[config.mk]
export PLATFORM = sky130hd
export DESIGN_NAME = bnn_seq_hs
export DESIGN_NICKNAME = d
export VERILOG_FILES = /design/src/rtl/bnn_seq_hs.sv
export SDC_FILE = /design/constraint.sdc
export NUM_CORES = 2
export LEC_CHECK = 0
export ABC_AREA = 1
export CAP_MARGIN = 5
export CORE_MARGIN = 3
export CORE_UTILIZATION = 30
export DETAILED_ROUTE_END_ITERATION = 16
export GPL_TIMING_DRIVEN = 0
export PLACE_DENSITY_LB_ADDON = 0.05
export SYNTH_ARGS = -nofsm -noshare
export SYNTH_HDL_FRONTEND = slang
export SYNTH_SLANG_ARGS = --single-unit
[constraint.sdc]
create_clock -name clk -period 56.9 [get_ports clk]
set_clock_uncertainty 0.2 [all_clocks]
set_input_delay 8.535 -clock clk [delete_from_list [all_inputs] [get_ports clk]]
set_output_delay 8.535 -clock clk [all_outputs]
set_load 0.02 [all_outputs]
[src/rtl/bnn_seq_hs.sv]
// ---------------------------------------------------------------------------
// bnn_seq_hs
//   Two-layer sequential binary neural network classifier with a start/valid
//   handshake.
//     Layer 1: signed add/sub accumulation of B-bit unsigned features,
//              P features per cycle, into M hidden accumulators.
//     Layer 2: XNOR-popcount of the M hidden bits against each class,
//              P2 hidden bits per cycle.
//     Argmax:  one class per cycle; ties resolve to the lowest class index.
//   A new frame may be started from IDLE or DONE without a reset.
//
// Ports
//   clk    in   1            clock, rising edge
//   rst    in   1            asynchronous, active-high reset
//   start  in   1            request, accepted only while ready is high
//   data   in   N*B          feature n at data[n*B +: B], sampled on accept
//   ready  out  1            high in IDLE and DONE
//   valid  out  1            high in DONE; klass/score stable while high
//   klass  out  clog2(C)     winning class index
//   score  out  clog2(M+1)   popcount of the winning class
//   sums   out  C*clog2(M+1) per-class popcounts, class c at [c*SumL +: SumL]
//
// Build option
//   BNN_SUMS_EN  when defined, the sums port exists and exposes the class
//                popcount registers. They update during layer 2 and hold after
//                DONE. Without it the port is removed; the registers stay
//                because the argmax reads them.
// ---------------------------------------------------------------------------
module bnn_seq_hs #(
  parameter int N  = 128,
  parameter int B  = 4,
  parameter int M  = 40,
  parameter int C  = 6,
  parameter int P  = 1,
  parameter int P2 = 1,
  parameter logic [M*N-1:0] Weights0 = '0,
  parameter logic [C*M-1:0] Weights1 = '0
) (
  input  logic                         clk,
  input  logic                         rst,
  input  logic                         start,
  input  logic [N*B-1:0]               data,
  output logic                         ready,
  output logic                         valid,
  output logic [$clog2(C)-1:0]         klass,
  output logic [$clog2(M+1)-1:0]       score
`ifdef BNN_SUMS_EN
  ,
  output logic [C*$clog2(M+1)-1:0]     sums
`endif
);

  localparam int SumL   = $clog2(M+1);
  localparam int AccW   = B + $clog2(N) + 1;
  localparam int KW     = $clog2(C);
  localparam int L1_CYC = N / P;
  localparam int L2_CYC = M / P2;
  localparam int MAXC   = (L1_CYC > L2_CYC) ? ((L1_CYC > C) ? L1_CYC : C)
                                            : ((L2_CYC > C) ? L2_CYC : C);
  localparam int CW     = $clog2(MAXC);
  localparam int PM     = P * M;

  typedef enum logic [2:0] {S_IDLE, S_L1, S_L2, S_ARG, S_DONE} state_t;

  state_t                state_reg, state_next;
  logic                  accept;
  logic                  phase_last;

  logic [CW-1:0]         cnt_reg;
  logic [N*B-1:0]        frame_reg;
  logic [M*AccW-1:0]     acc_reg;
  logic [M-1:0]          hidden_reg;
  logic [C*SumL-1:0]     sum_reg;
  logic [SumL-1:0]       best_reg;
  logic [KW-1:0]         idx_reg;
  logic [KW-1:0]         klass_reg;
  logic [SumL-1:0]       score_reg;

  logic [M*AccW-1:0]     acc_sum;
  logic [M-1:0]          hidden_next;
  logic [C*SumL-1:0]     sum_step;
  logic [PM-1:0]         w0_slice;
  logic [P2-1:0]         hid_win;
  logic [SumL-1:0]       cur_sum;
  logic                  take;
  logic [SumL-1:0]       best_step;
  logic [KW-1:0]         idx_step;

  // -------------------------------------------------------------------------
  // Control FSM
  // -------------------------------------------------------------------------
  always_ff @(posedge clk or posedge rst) begin
    if (rst) state_reg <= S_IDLE;
    else     state_reg <= state_next;
  end

  always_comb begin
    state_next = state_reg;
    accept     = 1'b0;
    phase_last = 1'b0;
    case (state_reg)
      S_IDLE: begin
        if (start) begin
          accept     = 1'b1;
          state_next = S_L1;
        end
      end
      S_L1: begin
        phase_last = (cnt_reg == CW'(L1_CYC - 1));
        if (phase_last) state_next = S_L2;
      end
      S_L2: begin
        phase_last = (cnt_reg == CW'(L2_CYC - 1));
        if (phase_last) state_next = S_ARG;
      end
      S_ARG: begin
        phase_last = (cnt_reg == CW'(C - 1));
        if (phase_last) state_next = S_DONE;
      end
      S_DONE: begin
        if (start) begin
          accept     = 1'b1;
          state_next = S_L1;
        end
      end
      default: state_next = S_IDLE;
    endcase
  end

  assign ready = (state_reg == S_IDLE) || (state_reg == S_DONE);
  assign valid = (state_reg == S_DONE);
  assign klass = klass_reg;
  assign score = score_reg;

`ifdef BNN_SUMS_EN
  assign sums = sum_reg;
`endif

  // -------------------------------------------------------------------------
  // Layer 1: the frame register shifts right by P features each cycle, so the
  // current features always sit at the bottom. The matching weight columns
  // (features cnt*P .. cnt*P+P-1, all neurons) are selected once here.
  // -------------------------------------------------------------------------
  assign w0_slice = PM'(Weights0 >> (int'(cnt_reg) * PM));

  genvar gi;
  generate
    for (gi = 0; gi < M; gi++) begin : g_neuron
      logic signed [AccW-1:0] acc_tmp;
      always_comb begin
        acc_tmp = $signed(acc_reg[gi*AccW +: AccW]);
        for (int p = 0; p < P; p++) begin
          if (w0_slice[p*M + gi])
            acc_tmp = acc_tmp + $signed(AccW'(frame_reg[p*B +: B]));
          else
            acc_tmp = acc_tmp - $signed(AccW'(frame_reg[p*B +: B]));
        end
      end
      assign acc_sum[gi*AccW +: AccW] = acc_tmp;
      // Non-negative (including zero) maps to 1.
      assign hidden_next[gi] = ~acc_tmp[AccW-1];
    end
  endgenerate

  // -------------------------------------------------------------------------
  // Layer 2: XNOR-popcount of the current P2 hidden bits against each class.
  // -------------------------------------------------------------------------
  assign hid_win = P2'(hidden_reg >> (int'(cnt_reg) * P2));

  generate
    for (gi = 0; gi < C; gi++) begin : g_class
      localparam logic [M-1:0] W1C = Weights1[gi*M +: M];
      logic [P2-1:0]   w1_win;
      logic [SumL-1:0] inc;
      always_comb begin
        w1_win = P2'(W1C >> (int'(cnt_reg) * P2));
        inc    = '0;
        for (int q = 0; q < P2; q++) begin
          inc = inc + SumL'(hid_win[q] == w1_win[q]);
        end
      end
      assign sum_step[gi*SumL +: SumL] = sum_reg[gi*SumL +: SumL] + inc;
    end
  endgenerate

  // -------------------------------------------------------------------------
  // Argmax: class cnt is examined in ARG cycle cnt. Strict greater-than keeps
  // the earliest class on a tie.
  // -------------------------------------------------------------------------
  assign cur_sum   = SumL'(sum_reg >> (int'(cnt_reg) * SumL));
  assign take      = (cnt_reg == '0) || (cur_sum > best_reg);
  assign best_step = take ? cur_sum : best_reg;
  assign idx_step  = take ? KW'(cnt_reg) : idx_reg;

  // -------------------------------------------------------------------------
  // Datapath registers
  // -------------------------------------------------------------------------
  always_ff @(posedge clk or posedge rst) begin
    if (rst) begin
      frame_reg  <= '0;
      cnt_reg    <= '0;
      acc_reg    <= '0;
      hidden_reg <= '0;
      sum_reg    <= '0;
      best_reg   <= '0;
      idx_reg    <= '0;
      klass_reg  <= '0;
      score_reg  <= '0;
    end else if (accept) begin
      // klass/score deliberately keep the previous result until the new DONE.
      frame_reg <= data;
      cnt_reg   <= '0;
      acc_reg   <= '0;
      sum_reg   <= '0;
      best_reg  <= '0;
      idx_reg   <= '0;
    end else begin
      case (state_reg)
        S_L1: begin
          acc_reg   <= acc_sum;
          frame_reg <= frame_reg >> (P * B);
          cnt_reg   <= phase_last ? '0 : cnt_reg + CW'(1);
          if (phase_last) hidden_reg <= hidden_next;
        end
        S_L2: begin
          sum_reg <= sum_step;
          cnt_reg <= phase_last ? '0 : cnt_reg + CW'(1);
        end
        S_ARG: begin
          best_reg <= best_step;
          idx_reg  <= idx_step;
          cnt_reg  <= phase_last ? '0 : cnt_reg + CW'(1);
          if (phase_last) begin
            klass_reg <= idx_step;
            score_reg <= best_step;
          end
        end
        default: ;
      endcase
    end
  end

endmodule

==> results by group <==
Status
  • Outcome: complete, no violations

Route
  • Vias/cell: about 4.9
  • Vias post-DR: 62285
  • Detailed router's first-iteration violation count: 3903
  • Residual DRC: 0
  • Avg WL per Cell: ~19 µm
  • Routed wire length: 240000 µm
  • Initial DRT Pass Iterations: 7
  • Post-route ant nets: 0

Worst setup path
  • Worst EP arrival: 11.69 ns
  • CP Class: in -> reg
  • Slowest stage delay, CP: 0.88 ns
  • Crit start category: input pin
  • Crit path from: start
  • CP max-delay cell: clkbuf_1
  • Critical Path RT: 57.39 ns
  • CP delay by family, top: buffers and inverters
  • CP max FO: 10
  • R2R setup slack: 51.97 ns
  • Crit path buf inv count: 4
  • Start of the worst register-to-register path: frame_reg[0]$_DFFE_PP0P_
  • Setup crit end kind: register
  • CP Cell Sequence: clkdlybuf4s50_1 > nand2_2 > nand2_2 > inv_2 > clkbuf_1 > buf_2 > nand2_1 > o21ai_0
  • Crit-path most repeated cell: nand2_2

Global routing
  • Largest net degree at the start of global routing: roughly 120
  • GRT overflow: 0
  • Vias in the first global route: between 60000 and 70000
  • Initial antenna violation count: 82
  • First-pass GRT wire length: 373000 µm
  • GRT Total Usage: 20.7%

Power and ir drop
  • Switch share: 48.8%
  • Clock network power share: 16.6%
  • Power share of the combinational group: 61.1%
  • Total leakage power: 39.4 nW
  • Psw: 0.00287 W
  • Internal power: 0.00301 W
  • VDD IR-drop max: 0.0393 mV
  • Sequential share of power: 22.2%
  • PwrDens: 71.8 nW/µm²

Place
  • RePlAce Congestion: 0.848
  • Placed Area: approximately 77000 µm²
  • Port-buffer cells: 525
  • # placed instances: about 12000
  • DP HPWL: 173000 µm

Clock network
  • Num CTS Buffers: 147
  • Clk buf depth: 3
  • CTS tree: built
  • Cts repair resizes: 0
  • Clock root cell: clkbuf_16
  • Clk Latency, worst-skew pair: 0.78 ns
  • Clock transition at the registers of the reported paths: 0.05 ns
  • Clock sinks: 1096
  • Hold Buf Count CTS: 0
  • # Post-CTS Setup Buffers: 0
  • H-Tree Depth: 4

Yosys
  • Post-Synthesis Cell Area: 67000 µm²
  • Ys Warns: 0
  • Post-synthesis cell type count: 42
  • Post-Syn Area per Cell: 7.56 µm²
  • Post-synthesis register bit count: around 1100
  • Top_reg_cell synth: dfrtp_1
  • Cell count after synthesis: 8860
  • Syn Nets: 9878
  • Synth async-reset ratio: 100%
  • Post-synthesis sequential area ratio: 41.0%
  • EDFF count, synth: 0

Die
  • Die height: between 400 and 500 µm
  • Core Area: about 220000 µm²
  • IO Pins: 526
  • Die Area: 229000 µm²
  • Die width: ~480 µm
  • Initial Utilization: 30.3%
  • # rows: 172

STA
  • FMAX: 89.3 MHz
  • Setup violations, final: 0
  • Max Transition Viols Final: 0
  • Slew HR: ~16%
  • Final Hold Vio Count: 0
  • RSZ-0062 raised after global routing: false
  • Worst-Margin Slew: 1.26 ns
  • Period utilisation layout: 19.7%
  • Shortest period the worst path allows: around 11 ns

Cells and area
  • Largest register FFs: about 510
  • Area occupied by multi-input gates: ~34000 µm²
  • P&R area growth vs syn: 22.1%
  • Reg area: around 27000 µm²
  • Number of nets in the layout: between 10000 and 15000
  • Final Instance Area: 81800 µm²
  • Non-Filler Instances: 12672
  • Ratio of cells with drive above 1 in the final layout: 4.61%
  • Fillcell total: 23281

Worst hold path
  • Hold Path Class: reg -> reg
  • Hold_sp: idx_reg[0]$_DFFE_PP0P_

Run
  • Max-cap violations: 0
[worst min-delay path, stage by stage (launching register included)]
cell,delay [ns]
dfrtp_1,0.34
nand2_1,0.05
nand2_1,0.06
[power groups by stage]
stage / registers (W) / logic, W / clock network [W]
after detailed placement: 0.00132 / 0.00359 / 0
after global routing: 0.00135 / 0.00415 / 0.00104
final: 0.00131 / 0.00359 / 0.000975
after floorplan: 0.00130 / 0.00261 / 0
after CTS: 0.00131 / 0.00362 / 0.00101
after global placement: 0.00134 / 0.00352 / 0
[per-stage QoR]
stage                     hold slack, ns  utilization [%]  total power (W)  setup slack (ns)  setup TNS [ns]
after global routing               0.296             37.0          0.00654             45.55               0
final                              0.277             37.1          0.00587             45.70               0
after CTS                          0.277             37.0          0.00593             45.58               0
after global placement             0.255             34.4          0.00486             -1.46        -1329.79
after detailed placement           0.257             34.8          0.00491             44.72               0
after floorplan                    0.240                -          0.00391             17.31               0
[Yosys cell counts (16+ instances only)]
library cell / count / share of area [%]
nand2_1: 1919 / 11
a21o_1: 52 / 0.58
buf_1: 16 / 0.090
a22o_1: 83 / 1.1
o21ai_0: 540 / 4.0
dfrtp_1: 1096 / 41
clkbuf_1: 199 / 1.1
a21oi_1: 565 / 4.2
nand4_1: 60 / 0.56
nor2_1: 468 / 2.6
nand3b_1: 26 / 0.29
nand3_1: 452 / 3.4
nand2b_1: 22 / 0.21
fa_1: 40 / 1.2
ha_1: 463 / 8.6
buf_2: 144 / 1.1
nor3_1: 25 / 0.19
xnor2_1: 80 / 1.0
inv_1: 983 / 5.5
o21ai_1: 1533 / 11
o21bai_1: 24 / 0.27
[placed cells by master, fill, tap and decap left out, types with 15 or more instances in the layout]
cell / count
nor2_1: 468
buf_1: 16
a21o_1: 52
nor3_1: 25
dfrtp_1: 1095
o21ai_0: 540
clkdlybuf4s50_1: 525
a22o_1: 83
buf_16: 20
nand3_1: 451
clkbuf_16: 148
nand2b_1: 22
nand2_1: 1918
bufinv_16: 15
nand4_1: 60
xnor2_1: 79
o21bai_1: 24
ha_1: 461
a21oi_1: 565
fa_1: 40
clkinv_2: 33
clkbuf_1: 227
buf_2: 144
inv_1: 981
diode_2: 30
nand3b_1: 26
o21ai_1: 1533
clkbuf_8: 31
[cells by family after synthesis]
logic type / synth area share, %
AOI/OAI and AO/OA: 21.9
xor gates and xnor gates: 1.07
adders and majority gates: 9.85
buffers and inverters: 7.91
DFF: 41.0
and+or+nand+nor: 18.3
[layout make-up]
cell class | instances | area share [%]
timing repair buffer | 557 | 7.33
tap | 2958 | 4.52
clock buffer | 208 | 5.18
sequential | 1096 | 33.5
multi-input combinational | 6409 | 41.9
clock inverter | 59 | 0.925
buffer | 365 | 1.93
antenna | 30 | 0.0918
inverter | 990 | 4.55
[layer usage]
metal / global-route usage, % / wire, µm
met1: 28.9 / 115000
met2: 33.4 / 110000
met3: 3.03 / 9330
met4: 5.22 / 5190
met5: 0 / 278
[worst paths after layout]
check,end,cells after the start
setup / recovery,acc_reg[111]$_DFFE_PP0P_,8
setup reg to reg,hidden_reg[30]$_DFFE_PP0P_,15
max in group asynchronous,acc_reg[307]$_DFFE_PP0P_,7
hold / removal,idx_reg[0]$_DFFE_PP0P_,2
hold reg to reg,idx_reg[0]$_DFFE_PP0P_,2
min in group asynchronous,frame_reg[309]$_DFFE_PP0P_,3
No activity file was read; power rests on OpenSTA's default activity.
